<file path="src/rtl/generator_pwm_motoare.sv">
// generator_pwm_motoare: dual-channel H-bridge drive stage.
// Owns a shared 000-999 BCD PWM counter, latches the BCD duty factors once per
// period, and runs one direction FSM per channel. A direction reversal passes
// through a dead-time during which both IN lines are held at 00.
//
// Handshake: there is none. Every input is level-sampled on each clk edge.
// The direction codes are asynchronous to clk and are resynchronized here.
// Enable and the duty factors are assumed synchronous to clk.
module generator_pwm_motoare #(
    parameter int PRESCALE  = 50,
    parameter int DEAD_TIME = 500
) (
    input  logic        clk,
    input  logic        rst_n,
    input  logic        enable,
    input  logic [1:0]  directie_driverA,
    input  logic [1:0]  directie_driverB,
    input  logic [11:0] factor_dc_driverA,
    input  logic [11:0] factor_dc_driverB,
    output logic [1:0]  in_driverA,
    output logic [1:0]  in_driverB,
    output logic        pwm_enA,
    output logic        pwm_enB,
    output logic [11:0] numarator,
    output logic        sfarsit_perioada
);

    localparam int PW = (PRESCALE > 1) ? $clog2(PRESCALE) : 1;
    localparam int DW = (DEAD_TIME > 1) ? $clog2(DEAD_TIME) : 1;
    localparam logic [PW-1:0] PRE_MAX   = PW'(PRESCALE - 1);
    localparam logic [DW-1:0] DEAD_LOAD = DW'(DEAD_TIME - 1);

    typedef enum logic [1:0] {
        ST_STOP = 2'd0,
        ST_RUN  = 2'd1,
        ST_DEAD = 2'd2
    } stare_t;

    // A BCD digit above 9 is treated as 9, so 0xFFF behaves as 999.
    function automatic logic [3:0] clamp_digit(input logic [3:0] d);
        return (d > 4'd9) ? 4'd9 : d;
    endfunction

    function automatic logic [11:0] clamp_bcd(input logic [11:0] v);
        return {clamp_digit(v[11:8]), clamp_digit(v[7:4]), clamp_digit(v[3:0])};
    endfunction

    logic [PW-1:0] presc;
    logic          tick;
    logic          wrap;
    logic [11:0]   duty_lat [2];
    logic [1:0]    pwm_raw;
    logic [1:0]    dir_raw  [2];
    logic [1:0]    dir_s1   [2];
    logic [1:0]    dir_s    [2];
    logic [1:0]    dir_ok;
    stare_t        stare    [2];
    logic [1:0]    dir_act  [2];
    logic [1:0]    dir_tgt  [2];
    logic [DW-1:0] dead_cnt [2];
    logic [1:0]    in_q     [2];
    logic [1:0]    pwm_q;

    assign tick = (presc == PRE_MAX);
    assign wrap = tick && (numarator == 12'h999);

    assign dir_raw[0] = directie_driverA;
    assign dir_raw[1] = directie_driverB;

    // Only 10 and 01 are drive codes; 00 and 11 both mean stop.
    assign dir_ok[0] = dir_s[0][1] ^ dir_s[0][0];
    assign dir_ok[1] = dir_s[1][1] ^ dir_s[1][0];

    // Plain binary compare is correct because latched duties are clamped BCD.
    assign pwm_raw[0] = (numarator < duty_lat[0]);
    assign pwm_raw[1] = (numarator < duty_lat[1]);

    // Prescaler: one counter step every PRESCALE clocks, independent of enable.
    always_ff @(posedge clk) begin
        if (!rst_n)    presc <= '0;
        else if (tick) presc <= '0;
        else           presc <= presc + 1'b1;
    end

    // Shared BCD counter 000..999 with a one-clock pulse on the wrap to 000.
    always_ff @(posedge clk) begin
        if (!rst_n) begin
            numarator        <= 12'h000;
            sfarsit_perioada <= 1'b0;
        end else begin
            sfarsit_perioada <= wrap;
            if (tick) begin
                if (numarator[3:0] == 4'd9) begin
                    numarator[3:0] <= 4'd0;
                    if (numarator[7:4] == 4'd9) begin
                        numarator[7:4]  <= 4'd0;
                        numarator[11:8] <= (numarator[11:8] == 4'd9) ? 4'd0
                                                                     : numarator[11:8] + 4'd1;
                    end else begin
                        numarator[7:4] <= numarator[7:4] + 4'd1;
                    end
                end else begin
                    numarator[3:0] <= numarator[3:0] + 4'd1;
                end
            end
        end
    end

    // Duty shadow registers load on the wrap edge, so the value present at that
    // edge governs the whole period starting at 000; mid-period writes wait.
    always_ff @(posedge clk) begin
        if (!rst_n) begin
            duty_lat[0] <= 12'h000;
            duty_lat[1] <= 12'h000;
        end else if (wrap) begin
            duty_lat[0] <= clamp_bcd(factor_dc_driverA);
            duty_lat[1] <= clamp_bcd(factor_dc_driverB);
        end
    end

    // Two-flop synchronizer per channel for the sensor-derived direction codes.
    always_ff @(posedge clk) begin
        if (!rst_n) begin
            for (int c = 0; c < 2; c++) begin
                dir_s1[c] <= 2'b00;
                dir_s[c]  <= 2'b00;
            end
        end else begin
            for (int c = 0; c < 2; c++) begin
                dir_s1[c] <= dir_raw[c];
                dir_s[c]  <= dir_s1[c];
            end
        end
    end

    // Per-channel direction FSM; outputs are registered from the next state.
    always_ff @(posedge clk) begin
        if (!rst_n) begin
            for (int c = 0; c < 2; c++) begin
                stare[c]    <= ST_STOP;
                dir_act[c]  <= 2'b00;
                dir_tgt[c]  <= 2'b00;
                dead_cnt[c] <= '0;
                in_q[c]     <= 2'b00;
                pwm_q[c]    <= 1'b0;
            end
        end else begin
            for (int c = 0; c < 2; c++) begin
                in_q[c]  <= 2'b00;
                pwm_q[c] <= 1'b0;
                case (stare[c])
                    ST_STOP: begin
                        if (enable && dir_ok[c]) begin
                            stare[c]   <= ST_RUN;
                            dir_act[c] <= dir_s[c];
                            in_q[c]    <= dir_s[c];
                            pwm_q[c]   <= pwm_raw[c];
                        end
                    end
                    ST_RUN: begin
                        if (!enable || !dir_ok[c]) begin
                            stare[c] <= ST_STOP;
                        end else if (dir_s[c] != dir_act[c]) begin
                            stare[c]    <= ST_DEAD;
                            dir_tgt[c]  <= dir_s[c];
                            dead_cnt[c] <= DEAD_LOAD;
                        end else begin
                            in_q[c]  <= dir_act[c];
                            pwm_q[c] <= pwm_raw[c];
                        end
                    end
                    ST_DEAD: begin
                        if (!enable || !dir_ok[c]) begin
                            stare[c] <= ST_STOP;
                        end else if (dir_s[c] != dir_tgt[c]) begin
                            // Target flipped again: the full dead-time restarts.
                            dir_tgt[c]  <= dir_s[c];
                            dead_cnt[c] <= DEAD_LOAD;
                        end else if (dead_cnt[c] == '0) begin
                            stare[c]   <= ST_RUN;
                            dir_act[c] <= dir_tgt[c];
                            in_q[c]    <= dir_tgt[c];
                            pwm_q[c]   <= pwm_raw[c];
                        end else begin
                            dead_cnt[c] <= dead_cnt[c] - 1'b1;
                        end
                    end
                    default: stare[c] <= ST_STOP;
                endcase
            end
        end
    end

    assign in_driverA = in_q[0];
    assign in_driverB = in_q[1];
    assign pwm_enA    = pwm_q[0];
    assign pwm_enB    = pwm_q[1];

endmodule

</file>
<file path="config.mk">
export PLATFORM = sky130hd
export DESIGN_NAME = generator_pwm_motoare
export DESIGN_NICKNAME = d
export VERILOG_FILES = /design/src/rtl/generator_pwm_motoare.sv
export SDC_FILE = /design/constraint.sdc
export NUM_CORES = 1
export LEC_CHECK = 0
export CAP_MARGIN = 20
export CORE_ASPECT_RATIO = 1.5
export CORE_MARGIN = 2
export CORE_UTILIZATION = 55
export DETAILED_ROUTE_END_ITERATION = 6
export PLACE_DENSITY = 0.78
export SYNTH_ARGS = -nofsm -noshare
export SYNTH_HDL_FRONTEND = slang
export SYNTH_SLANG_ARGS = --single-unit
</file>
<file path="constraint.sdc">
create_clock -name clk -period 3.8 [get_ports clk]
set_input_delay 1.14 -clock clk [delete_from_list [all_inputs] [get_ports clk]]
set_output_delay 1.14 -clock clk [all_outputs]
set_load 0.01 [all_outputs]
</file>
==> results.md, run 1 <==
- Status: completed
- Post-CTS Setup Inserts: 0
- Max Cap Viol: 0
- CP Cell Sequence: clkdlybuf4s50_1 -> nand4b_1 -> a211oi_1 -> a31oi_1 -> nand2_1 -> or2_2
- First-pass GRT wire length: 15000 microns
- Seq/Total Area, Yosys: 0.475
- Initial antenna violation count: 0
- Req. time, crit path: 3.84 ns
- Die height: 120 microns
- Post-Layout Cell Count: 643
- Most frequent cells in the layout: edfxtp_1, clkdlybuf4s50_1, inv_1
- Post-layout nets: 587
- DRT Pass-1 Iters: 4
- Vias: 3525
- Unique cell type count in the Yosys netlist: 59
- Crit Path Category: primary input to flip-flop
- CP max-delay cell: clkdlybuf4s50_1
- Cell count after synthesis: 472
- DRC errors left: 0
- Die ar.: 9680 sq um
- Crit path max fanout: 9
- Worst-Skew Late Latency: 0.34 ns
- Max VDD drop: 0.000244 V
- Commonest non-fill, non-tap cell in the layout: edfxtp_1
- CP peak stage delay: 0.64 ns
- Diode count: 0
- Cts bufs inserted: 9
- Ys async rst share: 0
- Global Route Usage Sum: 0.202
- Power per cell area: 367 nW/um^2
- Synth top area cells: edfxtp_1, dfxtp_1, ha_1
- Post-DP HPWL: 7070 microns
- Hold Violations, Final: 0
- CP delay by family, top: buffers and inverters
- CP startpoint kind: primary input
- FF+latch count, synth: 87
- Root buf cell: clkbuf_16
- Total routed wirelength: 9190 microns
- Yosys warnings: 0
- Synth Flop Type: edfxtp_1
- Drt wl/cell: 14.3 microns
- Crit end category: flip-flop
- Cell accounting for the most synthesized area: edfxtp_1
- Final worst slack: 0.884 ns
- Via density: 5.48
- Worst Path Arrival: 2.95 ns
- Post-Route Skew: 0.00709 ns
- Core area: 8720 sq um
- Cells after DPL: 626
- Max clock buf depth: 2
- Fraction of layout cells with a size suffix above 1: 0.0788
- FMAX: 343 MHz
- GPL Wtd Cong: 0.808
- Sink Count: 87
- Pin count of the biggest net entering global routing: 25
- Area growth syn-to-layout: 18.2%
- Cts hold-fix bufs: 0
- Clock-pin slew on the worst setup and hold paths: 0.07 ns
- Worst Path Buf+Inv: 1
- Reg2reg start: dead_cnt[1][5]
- CTS tree: yes
- Tmin final: 2.92 ns
- Setup TNS: 0 ns
- Final worst path period share: 0.767
- Top cell type's share of synthesized area: 0.356
- Netlist Area Pre-Place: 4890 sq um
- Vias in the first global route: 3466
- Hold_sp: dir_s1[0][0]
- Iter 0 DRT Violations: 227
- Critical Path Start: enable
- Worst hold margin: 0.433 ns
- H-tree depth: 3
- Final Slew Violations: 0
- Setup Viol. Count Final: 0
- Post-CTS resize count: 0
- Static Leak: 2.33 nW
- Post-route ant nets: 0
- Number of synthesized flops with an enable pin: 58
- Starting density of the core: 0.561
- I/O pin total: 50
- Die X: 81.0 microns
- Synthesized area per cell: 10.4 sq um
- GRT overflow: 0
- FP Rows: 42
- Port Buffers: 49
- RSZ-0062 raised after global routing: no
- Hold Path Class: flip-flop to flip-flop
- Place WS: 0.602 ns
sequential cells by signal, summed over array words and instances (netlist names), 6 cells and up:
| name | cells |
|---|---|
| numarator | 12 |
| dead_cnt | 18 |
| duty_lat | 24 |
| presc | 6 |
where the power goes:
part	switching, mW	internal (mW)
Combinational	0.101	0.0969
Sequential	0.0393	1.06
Clock	0.377	0.449
Total	0.518	1.60
cell type report:
type / instances / area (sq um)
clock buffer: 9 / 225
clock inverter: 7 / 55.1
fill: 717 / 2940
inverter: 44 / 165
multi-input combinational: 331 / 2330
sequential: 87 / 2320
tap: 110 / 138
timing repair buffer: 55 / 543
per-layer routing:
layer  routed length (microns)  GRT usage  share of wire  vias up
met5                         0          0              0        -
met4                       189     0.0922          0.021        0
met3                       346     0.0459          0.038       11
met2                      5150      0.376           0.56       71
met1                      3500      0.208           0.38     1659
li1                          -          -              -     1784
kinds of logic (layout without fill, tap and decap cells):
logic type | count (synthesis) | count (layout) | share of synthesized area
xor gates and xnor gates | 30 | 30 | 0.0552
and+or+nand+nor | 177 | 177 | 0.220
buffers and inverters | 57 | 115 | 0.0512
other | 1 | 4 | 0.000767
adders and majority gates | 28 | 28 | 0.0716
AOI/OAI and AO/OA | 90 | 90 | 0.123
DFF | 87 | 87 | 0.475
muxes | 2 | 2 | 0.00409
Yosys cell counts (14+ instances only):
cell type  instances
ha_1              28
inv_1             44
nor2_1            23
xnor2_1           15
o21ai_0           20
nor2b_1           19
edfxtp_1          58
nand2_1           25
a21oi_1           35
dfxtp_1           29
xor2_1            14
and2_1            26
final timing paths:
path,end,slack [ns],cells past startpoint
worst min-delay path,dir_s[0][0],0.43,1
worst max register to register,dead_cnt[1][1],1.46,5
worst min register to register,dir_s[0][0],0.43,1
worst max-delay path,dead_cnt[0][2],0.88,6
through the flow:
step	cell area [sq um]	total power [mW]	util
2_1_floorplan	4900	1.24	-
3_3_place_gp	5490	1.30	0.629
3_5_place_dp	5490	1.31	0.629
4_1_cts	5770	2.14	0.661
5_1_grt	5780	2.21	0.663
6_report	5780	2.12	0.663
No activity file was read; power rests on OpenSTA's default activity.
==> inputs of run 2 (changes only) <==
--- a/config.mk
+++ b/config.mk
@@ -8,9 +8,9 @@
 export CAP_MARGIN = 20
 export CORE_ASPECT_RATIO = 1.5
 export CORE_MARGIN = 2
-export CORE_UTILIZATION = 55
+export CORE_UTILIZATION = 52
 export DETAILED_ROUTE_END_ITERATION = 6
-export PLACE_DENSITY = 0.78
+export PLACE_DENSITY = 0.77
 export SYNTH_ARGS = -nofsm -noshare
 export SYNTH_HDL_FRONTEND = slang
 export SYNTH_SLANG_ARGS = --single-unit
==> constraint.sdc (replaced) <==
create_clock -name clk -period 2.35 [get_ports clk]
set_input_delay 0.705 -clock clk [delete_from_list [all_inputs] [get_ports clk]]
set_output_delay 0.705 -clock clk [all_outputs]
set_load 0.01 [all_outputs]
==> results.md, run 2 (synthesis results as in run 1) <==
- Commonest non-fill, non-tap cell in the layout: edfxtp_1
- Max VDD drop: 0.000482 V
- R2R Setup Slk: 0.11 ns
- Via density: 5.50
- Hold_sp: dir_s1[0][3]
- Tmin final: 2.24 ns
- Post-DP HPWL: 7630 microns
- CP startpoint kind: flip-flop
- Sink Count: 87
- Crit Path Category: flip-flop to flip-flop
- DRT Pass-1 Iters: 4
- Total routed wirelength: 9820 microns
- Worst setup endpoint: pwm_q[0]
- Req. time, crit path: 2.58 ns
- Crit path max fanout: 3
- Reg2reg start: dead_cnt[0][1]
- Clock-pin slew on the worst setup and hold paths: 0.06 ns
- Global Route Usage Sum: 0.203
- Port Buffers: 49
- I/O pin total: 50
- Max FFs per register: 24
- Worst hold margin: 0.438 ns
- Tot Pwr: 3.56 mW
- Pin count of the biggest net entering global routing: 25
- H-tree depth: 3
- CTS tree: yes
- Fraction of layout cells with a size suffix above 1: 0.121
- Power per cell area: 591 nW/um^2
- Area occupied by registers: 2320 sq um
- Post-layout nets: 610
- Crit end category: flip-flop
- DRC errors left: 0
- Post-Route Skew: 0.00876 ns
- Cts bufs inserted: 9
- Max clock buf depth: 2
- Util after Layout: 0.654
- Final Slew Violations: 0
- Iter 0 DRT Violations: 208
- Max Cap Viol: 0
- Hold depth: 1
- Cells after DPL: 651
- Core area: 9200 sq um
- Setup TNS: 0 ns
- FP Rows: 43
- Root buf cell: clkbuf_16
- Worst-Skew Late Latency: 0.34 ns
- Place WS: -0.327 ns
- Final worst path period share: 0.953
- Register with the most flip-flops: duty_lat
- Multi-input logic area: 2350 sq um
- RR Endpoint: pwm_q[0]
- FMAX: 447 MHz
- GRT overflow: 0
- Initial antenna violation count: 0
- First-pass GRT wire length: 16500 microns
- Cell depth of the worst flop-to-flop path: 8
- Vias in the first global route: 3723
- Critical Path Start: dead_cnt[0][1]
- Setup Viol. Count Final: 0
- Worst Path Arrival: 2.47 ns
- Final worst slack: 0.111 ns
- Cell area after layout: 6010 sq um
- Diode count: 0
- Post-Layout Cell Count: 668
- Placed Area: 5690 sq um
- Top flop regs: duty_lat (24), dead_cnt (18), numarator (12)
- Area growth syn-to-layout: 22.9%
- Starting density of the core: 0.532
- Hold Path Class: flip-flop to flip-flop
- Most frequent cells in the layout: edfxtp_1, clkdlybuf4s50_1, inv_1
- Die height: 123 microns
- Vias: 3672
- Hold Violations, Final: 0
- Fillers: 727
- Drt wl/cell: 14.7 microns
- Die ar.: 10200 sq um
- Post-route ant nets: 0
- GPL Wtd Cong: 0.789
- Static Leak: 2.49 nW
- Die X: 83.2 microns
- Status: completed
-- run 2: changes by cell type in the layout (fill, tap and decap cells not counted), sizes merged --
cell	change
clkbuf	+2
clkinvlp	-2
dlymetal6s2s	+2
clkdlybuf4s50	-2
buf	+23
bufinv	+1
inv	-3
clkinv	+2
-- run 2: how the worst min path moves through the flow --
stage / endpoint / slack [ns]
final: dir_s[0][3] / 0.44
after global routing: dir_s[0][2] / 0.45
after CTS: dir_s[0][1] / 0.44
after detailed placement: dir_s[0][1] / 0.43
after global placement: dir_s[0][1] / 0.42
after floorplan: dir_s[0][0] / 0.41
-- run 2: power breakdown --
group / internal, mW / switching, mW
Combinational: 0.187 / 0.174
Sequential: 1.71 / 0.0637
Clock: 0.852 / 0.572
-- run 2: cell type report --
cell class | instances | share of cell area
inverters | 44 | 0.0275
flip-flops and latches | 87 | 0.386
multi-input cells | 331 | 0.390
clock inverters | 5 | 0.00957
clock buffers | 11 | 0.0404
repair buffers | 78 | 0.123
well taps | 112 | 0.0233
-- run 2: timing repair --
action,4_1_cts,5_1_grt
hold buffers,0,0
setup buffers,0,1
setup endpoints to repair,0,26
resized for setup,0,6
-- run 2: routing by layer --
layer	global-route usage	part of all wire
met5	0	0
met4	0.0645	0.018
met3	0.0397	0.032
met2	0.412	0.57
met1	0.206	0.38
-- run 2: worst max-delay path: stages (launching register included) --
cell and delay, ns:
edfxtp_1 0.39, inv_1 0.11, ha_1 0.18, or4b_4 0.49, nor4b_4 0.31, buf_4 0.17
nand2_1 0.06, a22o_1 0.24, a2111oi_4 0.20
==> inputs of run 3 (changes only) <==
--- a/config.mk
+++ b/config.mk
@@ -6,11 +6,14 @@
 export NUM_CORES = 1
 export LEC_CHECK = 0
 export CAP_MARGIN = 20
+export CELL_PAD_IN_SITES_DETAIL_PLACEMENT = 1
+export CELL_PAD_IN_SITES_GLOBAL_PLACEMENT = 2
 export CORE_ASPECT_RATIO = 1.5
 export CORE_MARGIN = 2
-export CORE_UTILIZATION = 52
+export CORE_UTILIZATION = 37
 export DETAILED_ROUTE_END_ITERATION = 6
-export PLACE_DENSITY = 0.77
+export DONT_BUFFER_PORTS = 1
+export PLACE_DENSITY_LB_ADDON = 0.1
 export SYNTH_ARGS = -nofsm -noshare
 export SYNTH_HDL_FRONTEND = slang
 export SYNTH_SLANG_ARGS = --single-unit
==> results.md, run 3 (synthesis results as in run 1) <==
- CP peak stage delay: 0.48 ns
- GRT overflow: 0
- Most frequent cells in the layout: edfxtp_1, inv_1, a21oi_1
- Sink Count: 87
- Tmin final: 2.21 ns
- Crit path max fanout: 4
- H-tree depth: 3
- CP max-delay cell: or4b_4
- Final worst slack: 0.137 ns
- Setup TNS: 0 ns
- CP Cell Sequence: inv_1 -> ha_1 -> or4b_4 -> nor4b_4 -> a211oi_1 -> o21ba_1 -> a22o_1
- Die height: 145 microns
- Switch Pwr: 0.810 mW
- Initial antenna violation count: 0
- Starting density of the core: 0.378
- Final Slew Violations: 0
- Part of the power in registers: 0.490
- FP Rows: 51
- Fraction of layout cells with a size suffix above 1: 0.114
- Vias in the first global route: 3656
- Post-Route Skew: 0.0122 ns
- Combinational Power Share: 0.078
- Commonest non-fill, non-tap cell in the layout: edfxtp_1
- Cts bufs inserted: 9
- Req. time, crit path: 2.56 ns
- GPL Wtd Cong: 0.777
- Pint: 2.79 mW
- Post-route ant nets: 0
- Worst Path Arrival: 2.42 ns
- Post-Layout Cell Count: 657
- Total routed wirelength: 10800 microns
- Worst-Skew Late Latency: 0.34 ns
- Post-DP HPWL: 8530 microns
- Crit end category: flip-flop
- Top flop regs: duty_lat (24), dead_cnt (18), numarator (12)
- Final worst path period share: 0.942
- Register with the most flip-flops: duty_lat
- First-pass GRT wire length: 18200 microns
- Clock share of power: 0.432
- CTS tree: yes
- RSZ-0062 raised after global routing: no
- Static Leak: 2.26 nW
- Die ar.: 14200 sq um
- Worst Path Buf+Inv: 1
- Clock-pin slew on the worst setup and hold paths: 0.06 ns
- DRT Pass-1 Iters: 4
- Drt wl/cell: 16.4 microns
- Place WS: 0.0847 ns
- CP delay by family, top: simple AND/OR/NAND/NOR gates
- Pin count of the biggest net entering global routing: 40
- Hold Path Class: flip-flop to flip-flop
- Root buf cell: clkbuf_16
- Power per cell area: 652 nW/um^2
- Hold Violations, Final: 0
- Via density: 5.19
- Vias: 3411
- Rel. slew slack: 0.668
- FMAX: 452 MHz
- Core area: 13000 sq um
- Cells after DPL: 641
- Util after Layout: 0.426
- Setup Viol. Count Final: 0
- Die X: 97.9 microns
- DRC errors left: 0
- Iter 0 DRT Violations: 82
- Crit Path Category: flip-flop to flip-flop
- Diode count: 0
- Max Cap Viol: 0
- CP startpoint kind: flip-flop
- Max clock buf depth: 2
- Net switching fraction of the power: 0.225
- Global Route Usage Sum: 0.164
- Status: completed
- Port Buffers: 0
- Post-layout nets: 552
- Max FFs per register: 24
- Worst-margin pin slew: 0.495 ns
- I/O pin total: 50
- Area growth syn-to-layout: 12.8%
- Max VDD drop: 0.000342 V
==> run 3: changes by cell type in the layout (fill, tap and decap cells not counted), sizes merged <==
cell           previous run  this run
buf                      29        20
bufinv                    1         2
clkdlybuf4s50            47         0
clkinv                    4         2
clkinvlp                  0         1
dlymetal6s2s              2         0
==> run 3: worst register-to-register path, delay by kind of cell, from the launching register on <==
kind	cells	cell delay [ns]
AO/OA/AOI/OAI	3	0.63
adder cells (fa/ha/maj)	1	0.16
buffers and inverters	1	0.12
flip-flops	1	0.41
AND/OR/NAND/NOR	2	0.78
==> run 3: power groups by stage <==
stage	combinational [mW]	sequential [mW]	clock (mW)
global route	0.318	1.77	1.67
global placement	0.275	1.79	0
finish	0.281	1.76	1.55
detailed placement	0.283	1.80	0
floorplan	0.217	1.78	0
CTS	0.285	1.77	1.60
==> run 3: area by class of cell <==
| class | count | area (sq um) |
|---|---|---|
| Inverter | 44 | 165 |
| Multi-Input combinational cell | 331 | 2340 |
| Fill cell | 1457 | 7440 |
| Timing Repair Buffer | 20 | 163 |
| Clock buffer | 11 | 243 |
| Clock inverter | 5 | 81.3 |
| Tap cell | 159 | 199 |
| Sequential cell | 87 | 2320 |
==> run 3: path summary, 6_finish.rpt <==
kind	slack, ns	end	start	cells past startpoint
worst max-delay path	0.14	dir_act[1][0]	dead_cnt[0][0]	7
worst min-delay path	0.44	dir_s[0][3]	dir_s1[0][3]	1
worst max register to register	0.14	dir_act[1][0]	dead_cnt[0][0]	7
worst min register to register	0.44	dir_s[0][3]	dir_s1[0][3]	1
==> run 3: stage by stage <==
step	hold slack (ns)	instance area, sq um	power [mW]
6_report	0.436	5520	3.60
2_1_floorplan	0.412	4910	2.00
4_1_cts	0.442	5510	3.65
3_5_place_dp	0.426	5180	2.08
3_3_place_gp	0.416	5180	2.07
5_1_grt	0.450	5520	3.76
==> run 3: layer usage <==
layer / part of all wire / wire length [microns] / track usage
met1: 0.38 / 4100 / 0.171
met2: 0.57 / 6150 / 0.319
met3: 0.033 / 359 / 0.0331
met4: 0.018 / 189 / 0.0636
met5: 0 / 0 / 0
==> run 3: repair_timing <==
action / CTS / global route
gates resized for setup: 0 / 2
setup buffers: 0 / 0
endpoints found under the setup margin: 0 / 18
hold buffers: 0 / 0
